==> src/rtl/jtframe_neptuno_joy_pkg.sv <==
// Shared types and constants for the Neptuno joystick serial transmitter.
package jtframe_neptuno_joy_pkg;

    localparam int FRAMEW_DEF = 16;

    // Button positions inside the 12-bit active-low joystick word
    localparam int BTN_U     = 0;
    localparam int BTN_D     = 1;
    localparam int BTN_L     = 2;
    localparam int BTN_R     = 3;
    localparam int BTN_A     = 4;
    localparam int BTN_B     = 5;
    localparam int BTN_C     = 6;
    localparam int BTN_START = 7;
    localparam int BTN_X     = 8;
    localparam int BTN_Y     = 9;
    localparam int BTN_Z     = 10;
    localparam int BTN_MODE  = 11;

    typedef enum logic [1:0] {
        IDLE  = 2'd0,
        LOAD  = 2'd1,
        SHIFT = 2'd2,
        DONE  = 2'd3
    } state_t;

    // Select low mimics the Mega Drive pad: L/R read as 0, start/A take C/B slots
    function automatic logic [7:0] player_byte(input logic [11:0] joy, input logic sel);
        logic [7:0] b;
        if (sel)
            b = {2'b11, joy[BTN_C], joy[BTN_B], joy[BTN_R], joy[BTN_L], joy[BTN_D], joy[BTN_U]};
        else
            b = {2'b11, joy[BTN_START], joy[BTN_A], 2'b00, joy[BTN_D], joy[BTN_U]};
        return b;
    endfunction

endpackage

==> src/rtl/jtframe_sync.sv <==
// Multi-flop synchronizer for a small bundle of asynchronous level signals.
// Each bit is resampled independently; reset value is set per bit.
module jtframe_sync #(
    parameter int         W       = 3,
    parameter int         DEPTH   = 2,
    parameter logic [W-1:0] RST_VAL = '0
) (
    input  logic         clk,
    input  logic         rst_n,
    input  logic [W-1:0] din,
    output logic [W-1:0] dout
);

    logic [W-1:0] stage [DEPTH];

    always_ff @(posedge clk or negedge rst_n) begin
        if (!rst_n) begin
            for (int i = 0; i < DEPTH; i++) stage[i] <= RST_VAL;
        end else begin
            stage[0] <= din;
            for (int i = 1; i < DEPTH; i++) stage[i] <= stage[i-1];
        end
    end

    assign dout = stage[DEPTH-1];

endmodule

==> src/rtl/jtframe_neptuno_joy_tx.sv <==
// Serialises two joystick states to a shift-register style initiator, MSB first.
// Output follows pin changes SYNCW+1 clk cycles later; load always overrides shifting.
module jtframe_neptuno_joy_tx
    import jtframe_neptuno_joy_pkg::*;
#(
    parameter int SYNCW  = 2,
    parameter int FRAMEW = FRAMEW_DEF
) (
    input  logic        clk,
    input  logic        rst_n,
    input  logic        joy_clk,
    input  logic        joy_load,
    input  logic        joy_select,
    input  logic [11:0] joy1,
    input  logic [11:0] joy2,
    output logic        joy_data,
    output logic        busy,
    output logic [7:0]  frames
);

    localparam int CNTW = $clog2(FRAMEW + 1);

    logic [2:0]        sync_q;
    logic              jclk_s, jld_s, jsel_s;
    logic              jclk_d;
    logic              jclk_rise;
    state_t            state, state_nxt;
    logic [FRAMEW-1:0] sr;
    logic [FRAMEW-1:0] load_word;
    logic [CNTW-1:0]   cnt;
    logic              cnt_full;

    jtframe_sync #(
        .W       (3),
        .DEPTH   (SYNCW),
        .RST_VAL (3'b110)
    ) u_sync (
        .clk   (clk),
        .rst_n (rst_n),
        .din   ({joy_select, joy_load, joy_clk}),
        .dout  (sync_q)
    );

    assign jclk_s    = sync_q[0];
    assign jld_s     = sync_q[1];
    assign jsel_s    = sync_q[2];
    assign jclk_rise = jclk_s & ~jclk_d;
    assign cnt_full  = (cnt == CNTW'(FRAMEW));

    // Any frame length beyond the two player bytes is padded with idle-high bits
    always_comb begin
        load_word = '1;
        load_word[FRAMEW-1 -: 16] = {player_byte(joy1, jsel_s), player_byte(joy2, jsel_s)};
    end

    always_comb begin
        state_nxt = state;
        if (!jld_s) begin
            state_nxt = LOAD;
        end else begin
            case (state)
                LOAD:    state_nxt = SHIFT;
                SHIFT:   if (cnt_full) state_nxt = DONE;
                default: state_nxt = state;
            endcase
        end
    end

    always_ff @(posedge clk or negedge rst_n) begin
        if (!rst_n) begin
            state  <= IDLE;
            jclk_d <= 1'b0;
            sr     <= '1;
            cnt    <= '0;
            frames <= '0;
        end else begin
            state  <= state_nxt;
            jclk_d <= jclk_s;
            if (!jld_s) begin
                sr <= load_word;
            end else if (state == LOAD) begin
                cnt <= '0;
            end else if (state == SHIFT) begin
                if (cnt_full)
                    frames <= frames + 8'd1;
                else if (jclk_rise) begin
                    sr  <= {sr[FRAMEW-2:0], 1'b1};
                    cnt <= cnt + 1'b1;
                end
            end
        end
    end

    assign busy     = (state == LOAD) || (state == SHIFT);
    assign joy_data = busy ? sr[FRAMEW-1] : 1'b1;

endmodule

==> config.mk <==
export PLATFORM = sky130hd
export DESIGN_NAME = jtframe_neptuno_joy_tx
export DESIGN_NICKNAME = d
export VERILOG_FILES = /design/src/rtl/jtframe_neptuno_joy_pkg.sv /design/src/rtl/jtframe_sync.sv /design/src/rtl/jtframe_neptuno_joy_tx.sv
export SDC_FILE = /design/constraint.sdc
export NUM_CORES = 1
export LEC_CHECK = 0
export CORE_MARGIN = 1
export CORE_UTILIZATION = 53
export DETAILED_ROUTE_END_ITERATION = 16
export GPL_TIMING_DRIVEN = 0
export PLACE_DENSITY_LB_ADDON = 0.12
export SLEW_MARGIN = 20
export SYNTH_ARGS = -nofsm -noshare
export SYNTH_HDL_FRONTEND = slang
export SYNTH_SLANG_ARGS = --single-unit
==> constraint.sdc <==
create_clock -name clk -period 2.7 [get_ports clk]
set_input_delay 0.27 -clock clk [delete_from_list [all_inputs] [get_ports clk]]
set_output_delay 0.27 -clock clk [all_outputs]
set_load 0.01 [all_outputs]
## After elaboration in Yosys (flattened, before gate mapping)

Index checks and enable logic that the tools add are counted.

| storage, ports and cells | value |
|---|---|
| output and inout port bits | 10 |
| flip-flop bits (word level) | 38 |
| bits of input ports | 29 |
| latch bits | 0 |
| bits in read-only memories | 0 |
| bits in writable memories | 0 |
| logic and storage cells | 44 |
| memories kept | 0 |

| cells by class | value |
|---|---|
| reduce and logical (&&, ||, !) cells | 7 |
| shift operators | 0 |
| $add $sub $neg | 2 |
| equality and inequality tests | 10 |
| $lt $le $gt $ge | 0 |
| bitwise gates (word level) | 3 |
| multiply operators | 0 |
| multiplexer cells | 15 |
| divide/modulo/power cells | 0 |

Operator list:

| cell | number |
|---|---|
| $mux W16 | 5 |
| $mux W5 | 4 |
| $mux W6 | 2 |
| $reduce_and A4 Y1 | 3 |
| $add A8 B1 Y8 const B | 1 |
| $ne A2 B2 Y1 const B | 4 |
| $ne A3 B3 Y1 const B | 2 |
| $add A5 B1 Y5 const B | 1 |
| $eq A5 B5 Y1 const B | 1 |
| $mux W2 | 2 |
| $pmux W2 S2 | 1 |
| $reduce_bool A2 Y1 | 2 |
| $eq A2 B1 Y1 const B | 1 |
| $eq A2 B2 Y1 const B | 1 |
| $ne A2 B1 Y1 const B | 1 |
| $not A1 Y1 | 2 |
| $reduce_and A2 Y1 | 1 |
| $and A1 B1 Y1 | 1 |
| $logic_or A1 B1 Y1 | 1 |
| $mux W1 | 1 |

## Longest topological paths before layout

Gate-level depths: netlist of the first run.

| depth | value |
|---|---|
| depth in word-level cells | 7 |
| mapped depth | 8 |
| depth with buffers taken out | 6 |

## Hierarchy

A second synthesis of the first run with hierarchy kept.

| unflattened totals | value |
|---|---|
| cell total of the unflattened synthesis | 190 |
| area total of the unflattened synthesis | 1925.6 um^2 |

By module, submodules not included:

| module | seq. area each (um^2) | cells each | area each (um^2) | times used |
|---|---|---|---|---|
| jtframe_neptuno_joy_tx | 820.8 | 181 | 1747.9 | 1 |
| jtframe_sync | 155.1 | 9 | 177.7 | 1 |

## Worst setup path before layout of the first run

No wires, ideal clock.

| timing path | value |
|---|---|
| path kind | reg2reg |
| start | register state[0] |
| end | register cnt[0] |
| stages on the path, launching flop included | 7 |
| setup slack | 1.063 ns |
| path buffers | 0 |
| arrival | 1.512 ns |
| setup time | 0.125 ns |
| data required time | 2.575 ns |
| period minus slack after synthesis | 1.637 ns |
| cell sequence | dfrtp_1 -> inv_1 -> ha_1 -> nand2b_1 -> o21bai_1 -> o21bai_1 -> mux2_2 |

| between the ends | value |
|---|---|
| longest elaborated chain between the ends | 3 |
| elaborated cells on any way between the ends | 7 |
| those cells by class | eq/ne: 3; mux: 1; reduce/logical: 3 |

Ends and longest elaborated chain:

| element | RTL line | text |
|---|---|---|
| start, declared | jtframe_neptuno_joy_tx.sv:27 | `state_t state, state_nxt;` |
| start signal, assigned | jtframe_neptuno_joy_tx.sv:77 | `state <= state_nxt;` |
| $eq A2 B1 Y1 or $eq A2 B2 Y1 (tied branches) | jtframe_neptuno_joy_tx.sv:81, jtframe_neptuno_joy_tx.sv:83 |  |
| $ne A2 B1 Y1 (no line) or $reduce_bool A2 Y1 (tied branches) | n/a |  |
| $reduce_and A4 Y1 (no line) | n/a |  |
| end signal, assigned | jtframe_neptuno_joy_tx.sv:88 | `cnt <= cnt + 1'b1;` |
| end, declared | jtframe_neptuno_joy_tx.sv:30 | `logic [CNTW-1:0] cnt;` |

Parallel ways exist; a longest one is shown, timed or not.
A chain may end at the register's enable or synchronous reset.

## Worst setup path after layout of the first run

| timing path | value |
|---|---|
| start | register state[0] |
| end | output joy_data |

| between the ends | value |
|---|---|
| longest elaborated chain between the ends | 3 |
| elaborated cells on any way between the ends | 4 |
| those cells by class | eq/ne: 2; mux: 1; reduce/logical: 1 |

Ends and longest elaborated chain:

| element | RTL line | text |
|---|---|---|
| $eq A2 B1 Y1 or $eq A2 B2 Y1 (tied branches) | jtframe_neptuno_joy_tx.sv:94 | `assign busy = (state == LOAD) \|\| (state == SHIFT);` |
| $logic_or A1 B1 Y1 (*) | jtframe_neptuno_joy_tx.sv:94 |  |
| $mux W1 (*) | jtframe_neptuno_joy_tx.sv:95 | `assign joy_data = busy ? sr[FRAMEW-1] : 1'b1;` |
| end, declared | jtframe_neptuno_joy_tx.sv:16 | `output logic joy_data,` |

Mark *: on every way between the ends. The rest lies on a longest branch, timed or not.

==> results.sh, run 1 <==
export IMPL_cts_root_buf="clkbuf_4"
export IMPL_syn_area_per_cell_sq_um=11.2
export IMPL_path_depth=4
export IMPL_chipHeight_um=59.7
export IMPL_grt_pass1_wl_mm=5.26
export IMPL_drt_iter0_drc=35
export IMPL_power_leakage_nw=0.969
export IMPL_cts_tree="done"
export IMPL_num_vias=1264
export IMPL_fin_crit_sh_pct=81.3
export IMPL_max_stage_delay_ps=470
export IMPL_max_vdd_ir_drop_mv=0.351
export IMPL_path_clk_slew_ps=110
export IMPL_drc=0
export IMPL_io_pins=39
export IMPL_track_usage_pct=20.8
export IMPL_n_antenna_cell=0
export IMPL_layout_common_cells="clkdlybuf4s50_1 (29), dfstp_2 (20), dfrtp_1 (18), nand2_1 (14), mux2i_1 (11)"
export IMPL_worstMarginPinSlew_ps=499
export IMPL_setup_violations_final=0
export IMPL_start_util_pct=56.8
export IMPL_drv_slew=0
export IMPL_worstSetupPathType="register to output port"
export IMPL_pwr_density_cell_nw_per_um2=611
export IMPL_grt_max_degree=23
export IMPL_critPathLaunchType="register"
export IMPL_die_area_sq_um=3560
export IMPL_gp_congestion=0.771
export IMPL_fin_skew_ps=14.4
export IMPL_synth_edff_count=0
export IMPL_final_common_cell="clkdlybuf4s50_1"
export IMPL_dp_hpwl_mm=2.35
export IMPL_crit_chain="inv_1 > ha_1 > or2_2 > clkdlybuf4s50_1"
export IMPL_cp_top_family="buffers and inverters"
export IMPL_required_ps=2430
export IMPL_grt_pass1_vias=1205
export IMPL_final_nets=230
export IMPL_rows=20
export IMPL_wl_mm=3.22
export IMPL_cts_sinks=38
export IMPL_r2r_end="cnt[0]$_DFFE_PN0P_"
export IMPL_cp_arrival_ps=1920
export IMPL_clock_latency_ps=360
export IMPL_ant_nets=0
export IMPL_synth_cell_types=35
export IMPL_ys_ff_latch=38
export IMPL_fin_tns_setup_ps=0
export IMPL_syn_area_sq_um=1760
export IMPL_port_buffers=30
export IMPL_async_flop_share_pct=100
export IMPL_critPathMaxFanout=5
export IMPL_numCtsBuffers=5
export IMPL_ys_warn_count=0
export IMPL_syn_num_nets=191
export IMPL_synthToLayoutAreaGrowth_pct=24.8
export IMPL_status="complete, no violations"
export IMPL_viasPerCell=5.24
export IMPL_fmax_mhz=456
export IMPL_grt_overflow_total=0
export IMPL_place_area_sq_um=2140
export IMPL_cap_violations=0
export IMPL_slowest_stage="clkdlybuf4s50_1"
export IMPL_worst_r2r_path_depth=6
export IMPL_fin_area_sq_um=2200
export IMPL_pre_cts_slack_ps=898
export IMPL_path_buf_inv=2
export IMPL_hold_viol=0
export IMPL_synthCells=157
export IMPL_relSlewSlack_pct=66.7
export IMPL_rsz0062_at_grt="no"
export IMPL_cp_startpoint="state[0]$_DFFE_PN0P_"
export IMPL_fin_ws_ps=505
export IMPL_worstHoldPathCells=1
export IMPL_ys_flop_type="dfstp_2"
export IMPL_min_period_ps=2190
export IMPL_min_delay_start="joy_select"
export IMPL_coreArea_sq_um=3100
export IMPL_finalPower_mw=1.34
export IMPL_hold_end="u_sync.stage[5]$_DFF_PN1_"
export IMPL_die_w_um=59.7
export IMPL_htreeDepth=2
export IMPL_antenna_found_initial=0
export IMPL_cp_end_kind="output port"
export IMPL_worst_r2r_startpoint="state[0]$_DFFE_PN0P_"
export IMPL_r2r_setup_slack_ps=880
export IMPL_yosysSeqAreaShare_pct=55.4
export IMPL_cts_buffer_depth=2
export IMPL_whs_ps=319
export IMPL_drt_pre_antenna_iters=4
export IMPL_drive_gt1_share_pct=18.3
export IMPL_hold_class="primary input to register"
export IMPL_wl_per_cell_um=13.4
state kept, by name, indices dropped and copies added, names as in the netlist:
| name | cells |
|---|---|
| u_sync.stage | 3 |
| sr | 16 |
| state | 2 |
| frames | 8 |
| cnt | 5 |
| jclk_d | 1 |
| u_sync.dout | 3 |
timing repair:
action	4_1_cts	5_1_grt
hold endpoints to repair	4	0
resized for setup	0	0
hold buffers	1	0
buffers inserted	0	0
metal layers:
layer	vias up	GRT usage (%)	routed length, um
li1	628	-	-
met1	604	26.3	1480
met2	24	32.9	1550
met3	8	4.76	123
met4	0	12.0	66
met5	-	0	0
cells by family (layout without fill, tap and decap cells):
| logic type | Yosys count | count (layout) | share of synthesized area, % |
|---|---|---|---|
| AO/OA/AOI/OAI | 29 | 29 | 10.4 |
| XOR/XNOR | 7 | 7 | 3.48 |
| adder cells (fa/ha/maj) | 5 | 5 | 3.55 |
| buffers and inverters | 14 | 54 | 3.76 |
| flip-flops | 38 | 38 | 55.4 |
| multiplexers | 13 | 13 | 7.74 |
| AND/OR/NAND/NOR | 51 | 51 | 15.7 |
worst max-delay path by stage:
stage / to / slack (ps)
floorplan: cnt[0]$_DFFE_PN0P_ / 1060
global placement: frames[7]$_DFFE_PN0P_ / 580
detailed placement: joy_data / 900
CTS: joy_data / 480
global route: joy_data / 410
finish: joy_data / 510
metrics by stage:
step | utilization [%] | instances
2_1_floorplan | - | 157
3_3_place_gp | 68.3 | 231
3_5_place_dp | 69.0 | 232
6_report | 70.9 | 241
4_1_cts | 70.9 | 241
5_1_grt | 70.9 | 241
area by class of cell:
type	count	area (sq um)
well taps	44	55.1
repair buffers	32	333
fillers	255	903
multi-input cells	105	721
flip-flops and latches	38	976
clock buffers	8	48.8
plain buffers	8	43.8
inverters	6	22.5
cells in the mapped netlist (2+ instances only):
cell type   n  area (sq um)
nand2_1    14          52.6
a21oi_1     9          45.0
nor2b_1     8          50.1
o211ai_1    4          30.0
mux2i_1    11           110
nand3_1     8          40.0
dfstp_2    20           526
o21ai_0     5          25.0
dfrtp_1    18           450
clkbuf_1    4          15.0
xnor2_1     6          52.6
nor2_1      7          26.3
ha_1        5          62.6
o21bai_1    2          15.0
a211oi_1    4          30.0
nand4_1     4          25.0
inv_1       6          22.5
and3_1      3          18.8
buf_2       2          10.0
a31oi_1     2          12.5
power by group:
group          switching [mW]  internal, mW
logic                   0.180         0.184
registers              0.0532         0.647
clock network           0.177         0.104
total                   0.409         0.935
No activity file was read; power rests on OpenSTA's default activity.
==> run 2, diff against run 1 <==
Settings changed: CORE_UTILIZATION 53 to 45.
Clock period 2.7 ns to 1.9 ns, I/O delays scaled along.
==> results.sh, run 2 (synthesis results as in run 1) <==
export IMPL_drive_gt1_share_pct=18.8
export IMPL_clockPowerShare_pct=24.8
export IMPL_pwr_density_cell_nw_per_um2=921
export IMPL_setup_violations_final=0
export IMPL_rows=22
export IMPL_antenna_found_initial=0
export IMPL_cts_sinks=38
export IMPL_worstSetupPathType="register to output port"
export IMPL_n_antenna_cell=0
export IMPL_drv_slew=0
export IMPL_num_vias=1289
export IMPL_path_clk_slew_ps=70
export IMPL_numCtsBuffers=5
export IMPL_regMostFlops="sr"
export IMPL_cap_violations=0
export IMPL_switching_share_pct=29.0
export IMPL_dp_hpwl_mm=2.48
export IMPL_use_met3_pct=5.81
export IMPL_track_usage_pct=19.0
export IMPL_p_switching_mw=0.599
export IMPL_cp_end_kind="output port"
export IMPL_largest_reg_flops=16
export IMPL_die_w_um=64.6
export IMPL_pre_cts_slack_ps=100
export IMPL_ant_nets=0
export IMPL_grt_pass1_vias=1277
export IMPL_drt_iter0_drc=104
export IMPL_grt_overflow_total=0
export IMPL_clock_latency_ps=280
export IMPL_cts_setup_buffers=0
export IMPL_layout_common_cells="clkdlybuf4s50_1 (28), dfstp_2 (20), dfrtp_1 (18), nand2_1 (14), mux2i_1 (11)"
export IMPL_fin_skew_ps=7.24
export IMPL_chipHeight_um=64.6
export IMPL_use_met2_pct=28.9
export IMPL_viasPerCell=5.26
export IMPL_critPathMaxFanout=5
export IMPL_cts_tree="done"
export IMPL_htreeDepth=2
export IMPL_max_vdd_ir_drop_mv=0.484
export IMPL_drc=0
export IMPL_required_ps=1710
export IMPL_hold_class="primary input to register"
export IMPL_drt_pre_antenna_iters=4
export IMPL_rsz0062_at_grt="no"
export IMPL_busiest_layer="met2"
export IMPL_fmax_mhz=554
export IMPL_worstMarginPinSlew_ps=453
export IMPL_p_int_mw=1.47
export IMPL_fin_ws_ps=96.0
export IMPL_gp_congestion=0.774
export IMPL_reg_largest_list="sr x16, frames x8, cnt x5"
export IMPL_grt_pass1_wl_mm=5.97
export IMPL_final_common_cell="clkdlybuf4s50_1"
export IMPL_cp_arrival_ps=1610
export IMPL_combPwrFrac_pct=26.8
export IMPL_fin_crit_sh_pct=94.9
export IMPL_cts_buffer_depth=2
export IMPL_start_util_pct=47.4
export IMPL_nFillCells=336
export IMPL_cts_root_buf="clkbuf_8"
export IMPL_min_period_ps=1800
export IMPL_final_nets=230
export IMPL_wl_mm=3.35
export IMPL_status="complete, no violations"
export IMPL_critPathLaunchType="register"
export IMPL_fin_tns_setup_ps=0
export IMPL_power_leakage_nw=0.979
export IMPL_met1_usage_pct=25.7
export IMPL_die_area_sq_um=4170
export IMPL_grt_max_degree=24
export IMPL_port_buffers=30
export IMPL_relSlewSlack_pct=69.8
export IMPL_coreArea_sq_um=3720
export IMPL_wl_per_cell_um=13.7
export IMPL_synthToLayoutAreaGrowth_pct=27.5
export IMPL_power_frac_seq_pct=48.4
export IMPL_hold_viol=0
export IMPL_io_pins=39
==> run 2: critical path, cell delays in order (launching register included) <==
cell	delay [ps]
dfrtp_1	410
inv_1	100
ha_4	220
inv_1	70
clkdlybuf4s50_1	530
==> run 2: routing by layer <==
layer	share of wire [%]	routed length [um]	up-vias
li1	-	-	626
met1	47	1560	625
met2	47	1580	32
met3	5.0	169	6
met4	1.3	42	0
met5	0	0	-
==> run 2: timing repair <==
item / 4_1_cts / 5_1_grt
hold buffers: 1 / 0
endpoints found under the hold margin: 10 / 0
setup endpoints to repair: 2 / 0
resized for setup: 2 / 0
==> run 2: path summary, 6_finish.rpt <==
| check | startpoint | endpoint | slack [ps] | cells past startpoint |
|---|---|---|---|---|
| min in group asynchronous | rst_n | cnt[2]$_DFFE_PN0P_ | 360 | 2 |
| setup reg to reg | state[0]$_DFFE_PN0P_ | cnt[0]$_DFFE_PN0P_ | 160 | 6 |
| hold reg to reg | u_sync.stage[3]$_DFF_PN0_ | u_sync.dout[0]$_DFF_PN0_ | 350 | 0 |
| hold / removal | joy_load | u_sync.stage[4]$_DFF_PN1_ | 310 | 1 |
| setup / recovery | state[0]$_DFFE_PN0P_ | busy | 100 | 4 |
| max in group asynchronous | rst_n | sr[5]$_DFFE_PN1P_ | 1010 | 3 |
==> run 2: layout make-up <==
| type | instances | area (sq um) | share of cell area, % |
|---|---|---|---|
| inverter | 6 | 22.5 | 1.00 |
| clock buffer | 8 | 80.1 | 3.56 |
| multi-input combinational | 105 | 733 | 32.6 |
| tap | 48 | 60.1 | 2.67 |
| timing repair buffer | 32 | 332 | 14.8 |
| buffer | 8 | 43.8 | 1.95 |
| sequential | 38 | 976 | 43.4 |
==> run 2: through the flow <==
| stage | total power [mW] | utilization, % | instances | hold WS [ps] | area [sq um] |
|---|---|---|---|---|---|
| floorplan | 1.34 | - | 157 | -106 | 1760 |
| global placement | 1.49 | 57.1 | 235 | 332 | 2120 |
| detailed placement | 1.53 | 57.7 | 236 | 141 | 2150 |
| CTS | 2.10 | 60.5 | 245 | 301 | 2250 |
| global route | 2.22 | 60.5 | 245 | 305 | 2250 |
| finish | 2.07 | 60.5 | 245 | 313 | 2250 |
==> run 2: power by group through the flow <==
stage | logic, mW | clock network [mW] | registers, mW
after floorplan | 0.349 | 0 | 0.987
after global placement | 0.492 | 0 | 0.999
after detailed placement | 0.527 | 0 | 1.01
after CTS | 0.562 | 0.543 | 0.998
after global routing | 0.623 | 0.577 | 1.02
final | 0.555 | 0.513 | 1.00
==> run 3, diff against run 2 <==
Settings changed: MAX_ROUTING_LAYER set to met4.
==> results.sh, run 3 (synthesis results as in run 1) <==
export IMPL_drive_gt1_share_pct=18.8
export IMPL_grt_pass1_vias=1281
export IMPL_path_clk_slew_ps=70
export IMPL_drv_slew=0
export IMPL_final_common_cell="clkdlybuf4s50_1"
export IMPL_wl_per_cell_um=13.6
export IMPL_die_w_um=64.6
export IMPL_min_delay_start="joy_load"
export IMPL_crit_chain="inv_1 > ha_4 > inv_1 > clkdlybuf4s50_1"
export IMPL_dp_cells=236
export IMPL_antenna_found_initial=0
export IMPL_setup_violations_final=0
export IMPL_track_usage_pct=19.5
export IMPL_required_ps=1710
export IMPL_rsz0062_at_grt="no"
export IMPL_dp_hpwl_mm=2.48
export IMPL_reg_largest_list="sr x16, frames x8, cnt x5"
export IMPL_min_period_ps=1800
export IMPL_r2r_setup_slack_ps=170
export IMPL_critPathLaunchType="register"
export IMPL_io_pins=39
export IMPL_final_util_pct=60.5
export IMPL_regMostFlops="sr"
export IMPL_instances_no_fill=245
export IMPL_viasPerCell=5.24
export IMPL_largest_reg_flops=16
export IMPL_layout_common_cells="clkdlybuf4s50_1 (28), dfstp_2 (20), dfrtp_1 (18), nand2_1 (14), mux2i_1 (11)"
export IMPL_htreeDepth=2
export IMPL_cts_setup_buffers=0
export IMPL_die_area_sq_um=4170
export IMPL_grt_pass1_wl_mm=5.96
export IMPL_r2r_end="cnt[0]$_DFFE_PN0P_"
export IMPL_worst_r2r_startpoint="state[0]$_DFFE_PN0P_"
export IMPL_fin_crit_sh_pct=94.9
export IMPL_cts_tree="done"
export IMPL_pre_cts_slack_ps=100
export IMPL_finalPower_mw=2.07
export IMPL_hold_viol=0
export IMPL_drt_pre_antenna_iters=4
export IMPL_start_util_pct=47.4
export IMPL_grt_max_degree=24
export IMPL_worst_r2r_path_depth=6
export IMPL_clock_latency_ps=280
export IMPL_power_leakage_nw=0.979
export IMPL_cap_violations=0
export IMPL_hold_class="primary input to register"
export IMPL_cp_end_kind="output port"
export IMPL_coreArea_sq_um=3720
export IMPL_final_nets=230
export IMPL_num_vias=1284
export IMPL_cts_buffer_depth=2
export IMPL_nFillCells=336
export IMPL_cts_sinks=38
export IMPL_fin_skew_ps=7.67
export IMPL_numCtsBuffers=5
export IMPL_drc=0
export IMPL_slowest_stage="clkdlybuf4s50_1"
export IMPL_rows=22
export IMPL_n_antenna_cell=0
export IMPL_worstHoldPathCells=1
export IMPL_grt_overflow_total=0
export IMPL_synthToLayoutAreaGrowth_pct=27.5
export IMPL_chipHeight_um=64.6
export IMPL_worstMarginPinSlew_ps=457
export IMPL_max_vdd_ir_drop_mv=0.485
export IMPL_fmax_mhz=554
export IMPL_relSlewSlack_pct=69.5
export IMPL_gp_congestion=0.785
export IMPL_max_stage_delay_ps=530
export IMPL_crit_path_frequent_cell="inv_1"
export IMPL_worstSetupPathType="register to output port"
export IMPL_drt_iter0_drc=114
export IMPL_pwr_density_cell_nw_per_um2=920
export IMPL_cts_root_buf="clkbuf_8"
export IMPL_port_buffers=30
export IMPL_ant_nets=0
export IMPL_wl_mm=3.34
export IMPL_critPathMaxFanout=5
export IMPL_status="complete, no violations"
export IMPL_hold_end="u_sync.stage[4]$_DFF_PN1_"
export IMPL_cp_arrival_ps=1610
export IMPL_fin_ws_ps=96.3
-- run 3: cell counts in the layout (fill, tap and decap cells not counted) --
No cell type changed its count.
-- run 3: critical path: cells and delay by family (launching register included) --
family	cells	cell delay (ps)
adders and majority gates	1	220
buffers and inverters	3	700
DFF	1	410
-- run 3: area by class of cell --
cell class | count | area, sq um | area share, %
timing repair buffer | 32 | 332 | 14.8
sequential | 38 | 976 | 43.4
tap | 48 | 60.1 | 2.67
inverter | 6 | 22.5 | 1.00
multi-input combinational | 105 | 733 | 32.6
clock buffer | 8 | 80.1 | 3.56
buffer | 8 | 43.8 | 1.95
-- run 3: power breakdown --
group,switching [mW],internal [mW]
Sequential,0.0791,0.921
Combinational,0.266,0.289
Clock,0.254,0.260
Total,0.599,1.47
-- run 3: what timing repair did --
item                                   in CTS  in global routing
gates resized for setup                     2                  0
endpoints found under the hold margin      10                  0
setup endpoints to repair                   2                  0
hold buffers                                1                  0
-- run 3: through the flow --
step / TNS [ps] / hold WS, ps / cell area, sq um
global route: 0 / 305 / 2250
global placement: -3200 / 332 / 2120
finish: 0 / 312 / 2250
CTS: 0 / 301 / 2250
detailed placement: 0 / 141 / 2150
floorplan: 0 / -106 / 1760
-- run 3: per-layer routing --
| metal | up-vias | track usage, % | share of wire [%] |
|---|---|---|---|
| met5 | - | - | 0 |
| met4 | 0 | 6.67 | 1.3 |
| met3 | 6 | 5.81 | 4.7 |
| met2 | 32 | 29.1 | 48 |
| met1 | 621 | 25.5 | 46 |
| li1 | 625 | - | - |
-- run 3: worst max-delay path by stage --
stage,start,to,slack [ps]
final,state[0]$_DFFE_PN0P_,busy,100
after global routing,state[0]$_DFFE_PN0P_,busy,20
after CTS,state[0]$_DFFE_PN0P_,busy,80
after detailed placement,state[0]$_DFFE_PN0P_,cnt[0]$_DFFE_PN0P_,100
after global placement,rst_n,frames[2]$_DFFE_PN0P_,-180
after floorplan,state[0]$_DFFE_PN0P_,cnt[0]$_DFFE_PN0P_,260
